**config.mk**
```make
export PLATFORM = sky130hd
export DESIGN_NAME = pma_rx
export DESIGN_NICKNAME = d
export VERILOG_FILES = /design/src/rtl/pma_rx.sv
export SDC_FILE = /design/constraint.sdc
export NUM_CORES = 1
export LEC_CHECK = 0
export BUFFER_PORTS_ARGS = -buffer_cell sky130_fd_sc_hd__buf_4
export CAP_MARGIN = 20
export CELL_PAD_IN_SITES_DETAIL_PLACEMENT = 0
export CELL_PAD_IN_SITES_GLOBAL_PLACEMENT = 1
export CORE_MARGIN = 5
export CORE_UTILIZATION = 48
export DETAILED_ROUTE_END_ITERATION = 7
export PLACE_DENSITY = 0.91
export RECOVER_POWER = 100
export SKIP_LAST_GASP = 1
export SLEW_MARGIN = 20
export SYNTH_ARGS = -nofsm -noshare
export SYNTH_HDL_FRONTEND = slang
export SYNTH_SLANG_ARGS = --single-unit
```
**constraint.sdc**
```tcl
create_clock -name clk -period 5 [get_ports clk]
set_clock_uncertainty 0.15 [all_clocks]
set_input_delay 0 -clock clk [delete_from_list [all_inputs] [get_ports clk]]
set_output_delay 0 -clock clk [all_outputs]
set_load 0.05 [all_outputs]
```
**src/rtl/pma_rx.sv**
```systemverilog
// rtl/pma_rx.sv - PMA receive stage: NRZI to NRZ decode and link monitor
module pma_rx #(
  parameter int STABILIZE_CYCLES = 50000,
  parameter int FAIL_COUNT_WIDTH = 8
) (
  input  logic                        clk,
  input  logic                        rst_n,
  input  logic [1:0]                  nrzi,
  input  logic [1:0]                  nrzi_valid,
  input  logic                        signal_status,
  output logic [1:0]                  bits,
  output logic [1:0]                  bits_valid,
  output logic                        link_status,
  output logic [FAIL_COUNT_WIDTH-1:0] link_fail_count
);

  localparam int TW = $clog2(STABILIZE_CYCLES);
  localparam logic [TW-1:0] TERM = TW'(STABILIZE_CYCLES - 1);

  typedef enum logic [1:0] {ST_FAIL, ST_HYST, ST_OK} state_t;

  logic          last;
  logic          sync1;
  logic          sig_s;
  state_t        state;
  state_t        next_state;
  logic [TW-1:0] timer;
  logic [TW-1:0] next_timer;

  // NRZI decode: each bit is a transition relative to the previous line level
  always_ff @(posedge clk or negedge rst_n) begin
    if (!rst_n) begin
      last       <= 1'b0;
      bits       <= 2'b11;
      bits_valid <= 2'd0;
    end else begin
      bits_valid <= (nrzi_valid == 2'd3) ? 2'd2 : nrzi_valid;
      case (nrzi_valid)
        2'd1: begin
          bits <= {nrzi[1] ^ last, 1'b1};
          last <= nrzi[1];
        end
        2'd2, 2'd3: begin
          bits <= {nrzi[1] ^ last, nrzi[0] ^ nrzi[1]};
          last <= nrzi[0];
        end
        default: ;
      endcase
    end
  end

  always_ff @(posedge clk) begin
    if (rst_n) begin
      assert (nrzi_valid != 2'd3)
        else $error("pma_rx: nrzi_valid=3 is illegal, decoded as 2");
    end
  end

  always_ff @(posedge clk or negedge rst_n) begin
    if (!rst_n) begin
      sync1 <= 1'b0;
      sig_s <= 1'b0;
    end else begin
      sync1 <= signal_status;
      sig_s <= sync1;
    end
  end

  // A drop of sig_s always wins over the terminal count
  always_comb begin
    next_state = state;
    next_timer = timer;
    case (state)
      ST_FAIL: begin
        next_timer = '0;
        if (sig_s) next_state = ST_HYST;
      end
      ST_HYST: begin
        if (!sig_s) begin
          next_state = ST_FAIL;
          next_timer = '0;
        end else if (timer == TERM) begin
          next_state = ST_OK;
          next_timer = '0;
        end else begin
          next_timer = timer + TW'(1);
        end
      end
      ST_OK: begin
        next_timer = '0;
        if (!sig_s) next_state = ST_FAIL;
      end
      default: begin
        next_state = ST_FAIL;
        next_timer = '0;
      end
    endcase
  end

  always_ff @(posedge clk or negedge rst_n) begin
    if (!rst_n) begin
      state           <= ST_FAIL;
      timer           <= '0;
      link_status     <= 1'b0;
      link_fail_count <= '0;
    end else begin
      state       <= next_state;
      timer       <= next_timer;
      link_status <= (next_state == ST_OK);
      if (state == ST_OK && next_state == ST_FAIL && link_fail_count != '1)
        link_fail_count <= link_fail_count + FAIL_COUNT_WIDTH'(1);
    end
  end

endmodule
```
==> flow_metrics.py, run 1 <==
metrics = {
    "run_status": {
        "outcome": "finished clean",
    },
    "flow_run": {
        "cap_violations": 0,
    },
    "timing": {
        "min_period_ns": 2.41,
        "max_slew_margin": 0.170,
        "maxSlewViolCount": 0,
        "period_share": 0.481,
        "tns_ns": 0,
        "hold_viol_final": 0,
        "report.final.setup_viol": 0,
        "fmax_mhz": 416,
        "rsz0062_at_grt": "no",
        "worstMarginPinSlew_ns": 1.25,
    },
    "grt": {
        "grt_pass1_vias": 1115,
        "antenna_found_initial": 0,
        "use_met3": 0.0455,
        "gr-usage-met2": 0.253,
        "grt_pass1_wl_um": 5060,
        "top_usage_layer": "met2",
        "grt_overflow": 0,
        "grt_max_degree": 25,
        "grtUsageMet1": 0.183,
        "grt_usage": 0.154,
    },
    "worst_hold_path": {
        "min_delay_path_depth": 2,
        "hp-start": "signal_status",
        "hold_path_end": "sync1",
        "hold_class": "in2reg",
    },
    "cts": {
        "path_clk_slew_ns": 0.10,
        "cts-root-buf": "clkbuf_4",
        "cts-htree-levels": 2,
        "tritoncts": "done",
        "post_cts_buffers": 0,
        "cts_sinks": 34,
        "clock_latency_ns": 0.34,
        "cts_made_buffers": 5,
        "clockBufferDepth": 2,
        "holdBufCountCts": 10,
        "cts_resized": 0,
    },
    "worst_setup_path": {
        "ff2ff_path_depth": 5,
        "endpoint_kind": "async pin",
        "start_kind": "primary input",
        "crit_required_ns": 5.11,
        "worst-path-max-fanout": 24,
        "arrival_ns": 2.52,
        "crit_type": "in2async",
        "rr_endpoint": "timer[2]",
        "rr_startpoint": "timer[0]",
        "rrSetupSlack_ns": 2.75,
    },
    "floorplan": {
        "core_um2": 3080,
        "die_y_um": 67.1,
        "die_x_um": 67.1,
        "design.die.area_um2": 4500,
        "rows": 20,
        "start_util": 0.508,
        "ioPinCount": 20,
    },
    "placement": {
        "hpwlAfterDp_um": 1950,
        "place_inst": 204,
        "place_congestion": 0.789,
        "port_buffers": 19,
    },
    "finish": {
        "diodes": 0,
        "nets": 186,
        "fill_cells": 285,
        "fin_cells": 222,
        "layout-drive-gt1-share": 0.107,
        "area_growth_syn_to_layout_pct": 17.6,
    },
    "drt": {
        "finalWirelength_um": 3010,
        "vias_per_cell": 5.20,
        "ant_nets": 0,
        "drt_iter0_drc": 39,
        "via_count": 1154,
        "drt_drc_violations_left": 0,
        "dr.pass1.iters": 4,
        "wl_per_cell_um": 13.6,
    },
    "power": {
        "power.leakage_nw": 0.740,
        "power_density_nw_per_um2": 276,
        "peakVddDrop_uv": 187,
    },
    "synth": {
        "synth_flop_cell": "dfrtp_1",
        "yosysMostFrequentCell": "dfrtp_1",
        "yosys-top-cells-count": "dfrtp_1, nor2_1, xnor2_1, nand3_1",
        "yosys_warnings": 0,
        "async_flop_share": 1.00,
        "ys_ff_latch": 34,
        "synth-seq-area-share": 0.546,
        "synth_edf_count": 0,
        "synth_area_leaders": "dfrtp_1, xnor2_1, nor2_1, dfstp_2, nand3_1",
        "syn_nets": 153,
        "netlist_instances": 144,
        "syn-cell-area_um2": 1560,
        "yosysUniqueCellTypes": 35,
        "postSynthAreaPerCell_um2": 10.9,
        "synth.top_cell.area_share": 0.512,
        "synth_top_area_cell": "dfrtp_1",
    },
}
==> where the power goes <==
part / internal, mW / switching [mW] / total, mW
clock network: 0.0960 / 0.0881 / 0.184
logic: 0.0129 / 0.0256 / 0.0385
registers: 0.282 / 0.00371 / 0.286
total: 0.391 / 0.117 / 0.508
==> layout by cell type, fill, tap and decap left out, types with 3 or more instances in the layout <==
cell and count:
a21oi_1 3, clkbuf_1 17, clkbuf_4 6, clkbuf_8 3, dfrtp_1 32, dlygate4sd3_1 9, inv_1 6, nand2_1 7
nand3_1 9, nand4_1 4, nor2_1 21, nor3_1 7, nor4_1 4, o21a_1 3, xnor2_1 16
==> state kept, by name, summed over array words and instances, names as in the netlist <==
name,cells
timer,16
bits,2
sync1,1
last,1
link_fail_count,8
state,2
sig_s,1
link_status,1
bits_valid,2
==> area by class of cell <==
type,count,area (um^2),area share
clock buffer,8,78.8,0.0429
inverter,6,22.5,0.0122
multi-input combinational,101,653,0.355
sequential,34,853,0.464
tap,44,55.1,0.0299
timing repair buffer,29,176,0.0959
==> critical path: stages <==
cell,delay (ns)
dlygate4sd3_1,0.52
dlygate4sd3_1,0.54
clkbuf_1,0.47
clkbuf_1,0.97
==> through the flow <==
stage	area (um^2)	utilization	worst slack, ns	hold WS (ns)	total power, mW
2_1_floorplan	1560	-	2.88	-0.446	0.310
3_3_place_gp	1750	0.567	3.16	-0.188	0.325
3_5_place_dp	1750	0.567	3.03	-0.182	0.327
4_1_cts	1930	0.626	2.53	0.149	0.518
5_1_grt	1840	0.598	2.19	0.166	0.536
6_report	1840	0.598	2.59	0.176	0.508
==> how the worst max path moves through the flow <==
stage                             startpoint                  to  slack, ns
after floorplan           link_fail_count[0]  link_fail_count[1]       2.88
after global placement              timer[0]           timer[12]       3.16
after detailed placement            timer[0]            timer[2]       3.03
after CTS                              rst_n       bits_valid[0]       2.53
after global routing                   rst_n  link_fail_count[1]       2.19
final                                  rst_n  link_fail_count[0]       2.59
==> logic make-up (layout without fill, tap and decap cells) <==
family / Yosys count / in the layout / synth area share
and+or+nand+nor: 68 / 68 / 0.246
DFF: 34 / 34 / 0.546
xor gates and xnor gates: 17 / 17 / 0.0952
AOI/OAI and AO/OA: 10 / 10 / 0.0400
buffers and inverters: 9 / 43 / 0.0240
muxes: 4 / 4 / 0.0328
adders and majority gates: 2 / 2 / 0.0160
==> layer usage <==
layer  up-vias  part of all wire  routed length [um]
met3         9             0.058                 175
met5         -                 0                   0
li1        557                 -                   -
met1       562              0.43                1280
met4         0             0.024                  72
met2        26              0.49                1490
(Power assumes the default switching activity.)
==> inputs of run 2 (changes only) <==
- CORE_UTILIZATION: 48 -> 44
- PLACE_DENSITY: 0.91 -> 0.85
- clock period: 5 -> 2.5 ns (I/O delays scaled with it)
==> run 2 against run 1 <==
Net effect: wire length fell by 2.2%; critical endpoint is now link_fail_count[7]; design area rose by 2.8%; hold slack improved by 0.019 ns; sequential power rose by 100%; utilization fell by 4.0 points; clock-buffer cell count fell by 2; combinational power rose by 100%; largest cell class unchanged.
==> flow_metrics.py, run 2 (synthesis results as in run 1) <==
metrics = {
    "floorplan": {
        "design.die.area_um2": 4850,
        "rows": 21,
        "start_util": 0.461,
        "die_y_um": 69.6,
        "die_x_um": 69.6,
        "ioPinCount": 20,
        "core_um2": 3390,
    },
    "timing": {
        "maxSlewViolCount": 0,
        "min_period_ns": 2.09,
        "period_share": 0.837,
        "max_slew_margin": 0.555,
        "fmax_mhz": 478,
        "report.final.setup_viol": 0,
        "whs_ns": 0.195,
        "rsz0062_at_grt": "no",
        "hold_viol_final": 0,
        "worstMarginPinSlew_ns": 0.666,
        "tns_ns": 0,
    },
    "worst_setup_path": {
        "cp_num_buf_inv": 0,
        "worst-path-max-fanout": 6,
        "startpoint": "sig_s",
        "crit_required_ns": 2.57,
        "cp_top_family": "simple AND/OR/NAND/NOR gates",
        "endpoint_kind": "register",
        "arrival_ns": 2.16,
        "crit_path_max_incr_delay_ns": 0.60,
        "crit_type": "reg2reg",
        "crit_slowest_cell": "nor3b_1",
        "rr_startpoint": "sig_s",
        "worstPathCellList": "nor3b_1, and4_1, nand3_2, mux2_4",
        "start_kind": "register",
    },
    "cts": {
        "cts_sinks": 34,
        "cts_resized": 0,
        "cts_made_buffers": 5,
        "tritoncts": "done",
        "path_clk_slew_ns": 0.10,
        "cts-root-buf": "clkbuf_4",
        "cts-htree-levels": 2,
        "clockBufferDepth": 2,
        "clock_latency_ns": 0.32,
    },
    "worst_hold_path": {
        "hp-start": "signal_status",
        "hold_class": "in2reg",
    },
    "grt": {
        "antenna_found_initial": 0,
        "grt_max_degree": 25,
        "grt_pass1_wl_um": 5220,
        "grt_pass1_vias": 1134,
        "grt_usage": 0.135,
        "grt_overflow": 0,
    },
    "run_status": {
        "outcome": "finished clean",
    },
    "power": {
        "power.leakage_nw": 0.761,
        "power_density_nw_per_um2": 616,
        "peakVddDrop_uv": 334,
    },
    "finish": {
        "largest_register_ff_count": 16,
        "final_cell_mix": "dfrtp_1, nor2_1, xnor2_1, clkbuf_1, dlygate4sd3_1",
        "top_regs": "timer: 16 flops, link_fail_count: 8 flops",
        "area_growth_syn_to_layout_pct": 20.9,
        "layout-drive-gt1-share": 0.118,
        "regMostFlops": "timer",
        "final_common_cell": "dfrtp_1",
        "nets": 186,
        "diodes": 0,
    },
    "drt": {
        "dr.pass1.iters": 4,
        "wl_per_cell_um": 13.2,
        "vias_per_cell": 5.04,
        "ant_nets": 0,
        "finalWirelength_um": 2950,
        "drt_iter0_drc": 52,
        "drt_drc_violations_left": 0,
        "via_count": 1130,
    },
    "placement": {
        "port_buffers": 19,
        "place_congestion": 0.808,
        "hpwlAfterDp_um": 1960,
    },
    "flow_run": {
        "cap_violations": 0,
    },
}
## run 2: area by class of cell
cell class	instances	area (um^2)
Tap cell	46	57.6
Clock buffer	6	51.3
Clock inverter	2	60.1
Sequential cell	34	853
Timing Repair Buffer	29	186
Multi-Input combinational cell	101	659
Inverter	6	22.5
Fill cell	298	1500
## run 2: final timing paths
kind | slack [ns] | cells after the start | end
max | 0.41 | 4 | link_fail_count[7]
min | 0.19 | 2 | sync1
max reg2reg | 0.41 | 4 | link_fail_count[7]
min reg2reg | 0.21 | 0 | sig_s
max in group asynchronous | 0.46 | 4 | sync1
min in group asynchronous | 0.50 | 3 | timer[8]
## run 2: power by group
group / leakage, nW / internal (mW) / switching [mW]
clock: 0.0585 / 0.339 / 0.175
sequential: 0.455 / 0.564 / 0.00804
combinational: 0.248 / 0.0275 / 0.0505
## run 2: timing repair
action	CTS	global route
endpoints found under the hold margin	40	0
hold buffers	10	0
setup buffers	0	0
setup endpoints to repair	0	0
## run 2: metrics by stage
step            util  instances  total power [mW]  area (um^2)  setup slack [ns]
3_3_place_gp   0.516        206             0.652         1750             0.642
4_1_cts        0.578        224              1.19         1960             0.446
3_5_place_dp   0.516        206             0.654         1750             0.549
5_1_grt        0.558        224              1.22         1890             0.259
6_report       0.558        224              1.16         1890             0.408
2_1_floorplan      -        144             0.620         1560             0.385
## run 2: routing by layer
| layer | share of wire | global-route usage | wire, um |
|---|---|---|---|
| met4 | 0.014 | 0.0638 | 40 |
| met2 | 0.51 | 0.230 | 1500 |
| met5 | 0 | 0 | 0 |
| met1 | 0.44 | 0.157 | 1300 |
| met3 | 0.036 | 0.0377 | 106 |
==> inputs of run 3 (changes only) <==
- clock period: 2.5 -> 2.1 ns (I/O delays scaled with it)
==> run 3 against run 2 <==
Net effect: flip-flop and latch count unchanged; clock power down 4.3%; register-to-register slack worse by 0.14 ns; largest power group unchanged; non-clock buffer count up 1; critical endpoint is now bits[0]; sequential share of layout area up 0.55 points; via count up 3.5%.
==> flow_metrics.py, run 3 (synthesis results as in run 1) <==
metrics = {
    "run_status": {
        "outcome": "finished clean",
    },
    "worst_setup_path": {
        "start_kind": "primary input",
        "crit_required_ns": 2.25,
        "cp_num_buf_inv": 4,
        "worst-path-max-fanout": 3,
        "endpoint_kind": "register",
        "crit_slowest_cell": "dlygate4sd3_1",
        "arrival_ns": 2.08,
        "startpoint": "nrzi[1]",
        "cpMostUsedCell": "dlygate4sd3_1",
        "crit_type": "in2reg",
        "ff2ff_path_depth": 5,
        "rr_endpoint": "timer[2]",
        "worstPathCellList": "dlygate4sd3_1, clkbuf_1, xnor2_1, dlygate4sd3_1, a21oi_1, dlygate4sd3_1",
        "crit_path_max_incr_delay_ns": 0.56,
        "rr_startpoint": "timer[0]",
        "cp_top_family": "buffers and inverters",
        "rrSetupSlack_ns": 0.27,
    },
    "finish": {
        "final_common_cell": "dfrtp_1",
        "fin_cells": 225,
        "area_growth_syn_to_layout_pct": 19.6,
        "largest_register_ff_count": 16,
        "final_cell_mix": "dfrtp_1, nor2_1, xnor2_1, clkbuf_1",
        "nets": 187,
        "layout-drive-gt1-share": 0.140,
        "diodes": 0,
        "top_regs": "timer: 16 flops, link_fail_count: 8 flops",
        "regMostFlops": "timer",
        "stdcell_area_um2": 1870,
        "fin_util": 0.552,
    },
    "placement": {
        "place_congestion": 0.797,
        "port_buffers": 19,
        "place_area_um2": 1760,
        "hpwlAfterDp_um": 2010,
        "place_inst": 207,
    },
    "grt": {
        "grt_overflow": 0,
        "grt_pass1_wl_um": 5460,
        "grt_max_degree": 33,
        "antenna_found_initial": 0,
        "grt_usage": 0.140,
        "grt_pass1_vias": 1180,
    },
    "drt": {
        "via_count": 1170,
        "ant_nets": 0,
        "dr.pass1.iters": 4,
        "drt_iter0_drc": 60,
        "drt_drc_violations_left": 0,
        "finalWirelength_um": 3050,
        "wl_per_cell_um": 13.6,
        "vias_per_cell": 5.20,
    },
    "cts": {
        "cts_made_buffers": 5,
        "cts_sinks": 34,
        "clockBufferDepth": 2,
        "tritoncts": "done",
        "post_cts_buffers": 0,
        "clock_latency_ns": 0.35,
        "cts-root-buf": "clkbuf_4",
        "path_clk_slew_ns": 0.11,
        "cts-htree-levels": 2,
    },
    "worst_hold_path": {
        "hp-start": "signal_status",
        "min_delay_path_depth": 2,
        "hold_class": "in2reg",
        "hold_path_end": "sync1",
    },
    "floorplan": {
        "die_x_um": 69.6,
        "die_y_um": 69.6,
        "core_um2": 3390,
        "rows": 21,
        "start_util": 0.461,
        "ioPinCount": 20,
        "design.die.area_um2": 4850,
    },
    "power": {
        "peakVddDrop_uv": 457,
        "power_density_nw_per_um2": 676,
        "power.leakage_nw": 0.746,
    },
    "timing": {
        "max_slew_margin": 0.477,
        "period_share": 0.919,
        "whs_ns": 0.169,
        "tns_ns": 0,
        "min_period_ns": 1.93,
        "rsz0062_at_grt": "no",
        "maxSlewViolCount": 0,
        "report.final.setup_viol": 0,
        "fmax_mhz": 518,
        "hold_viol_final": 0,
        "worstMarginPinSlew_ns": 0.785,
    },
    "flow_run": {
        "cap_violations": 0,
    },
}
-- run 3: metal layers --
| metal | up-vias | global-route usage | share of wire | wire [um] |
|---|---|---|---|---|
| li1 | 571 | - | - | - |
| met1 | 567 | 0.169 | 0.46 | 1390 |
| met2 | 29 | 0.233 | 0.49 | 1490 |
| met3 | 3 | 0.0522 | 0.045 | 137 |
| met4 | 0 | 0.0426 | 0.011 | 34 |
| met5 | - | 0 | 0 | 0 |
-- run 3: metrics by stage --
stage          total power [mW]  setup WS [ns]
6_report                   1.26          0.171
5_1_grt                    1.32          0.117
4_1_cts                    1.29          0.237
3_5_place_dp              0.778          0.297
3_3_place_gp              0.776          0.361
2_1_floorplan             0.739          0.149
-- run 3: how the worst max path moves through the flow --
stage               slack [ns]            endpoint  cells past startpoint
global route              0.12  link_fail_count[1]                      4
finish                    0.17             bits[0]                      6
detailed placement        0.30            timer[4]                      5
CTS                       0.24             bits[0]                      6
global placement          0.36            timer[4]                      5
floorplan                 0.15  link_fail_count[1]                      6
-- run 3: what timing repair did --
action | 4_1_cts | 5_1_grt
hold buffers | 10 | 0
endpoints found under the hold margin | 40 | 0
resized for setup | 0 | 0
-- run 3: cell type report --
cell class / count / area [um^2]
sequential: 34 / 855
fill: 307 / 1520
timing repair buffer: 30 / 189
tap: 46 / 57.6
multi-input combinational: 101 / 664
inverter: 6 / 22.5
clock inverter: 3 / 45.0
clock buffer: 5 / 37.5
-- run 3: power by group --
part / total, mW / switching, mW / leakage, nW / internal (mW)
logic: 0.0910 / 0.0601 / 0.255 / 0.0309
clock network: 0.492 / 0.242 / 0.0374 / 0.250
registers: 0.681 / 0.00983 / 0.453 / 0.671
-- run 3: worst reg2reg max path, delay by kind of cell (launching register included) --
family                   cells  cell delay, ns
flip-flops                   1            0.42
adder cells (fa/ha/maj)      1            0.24
AND/OR/NAND/NOR              4            0.95
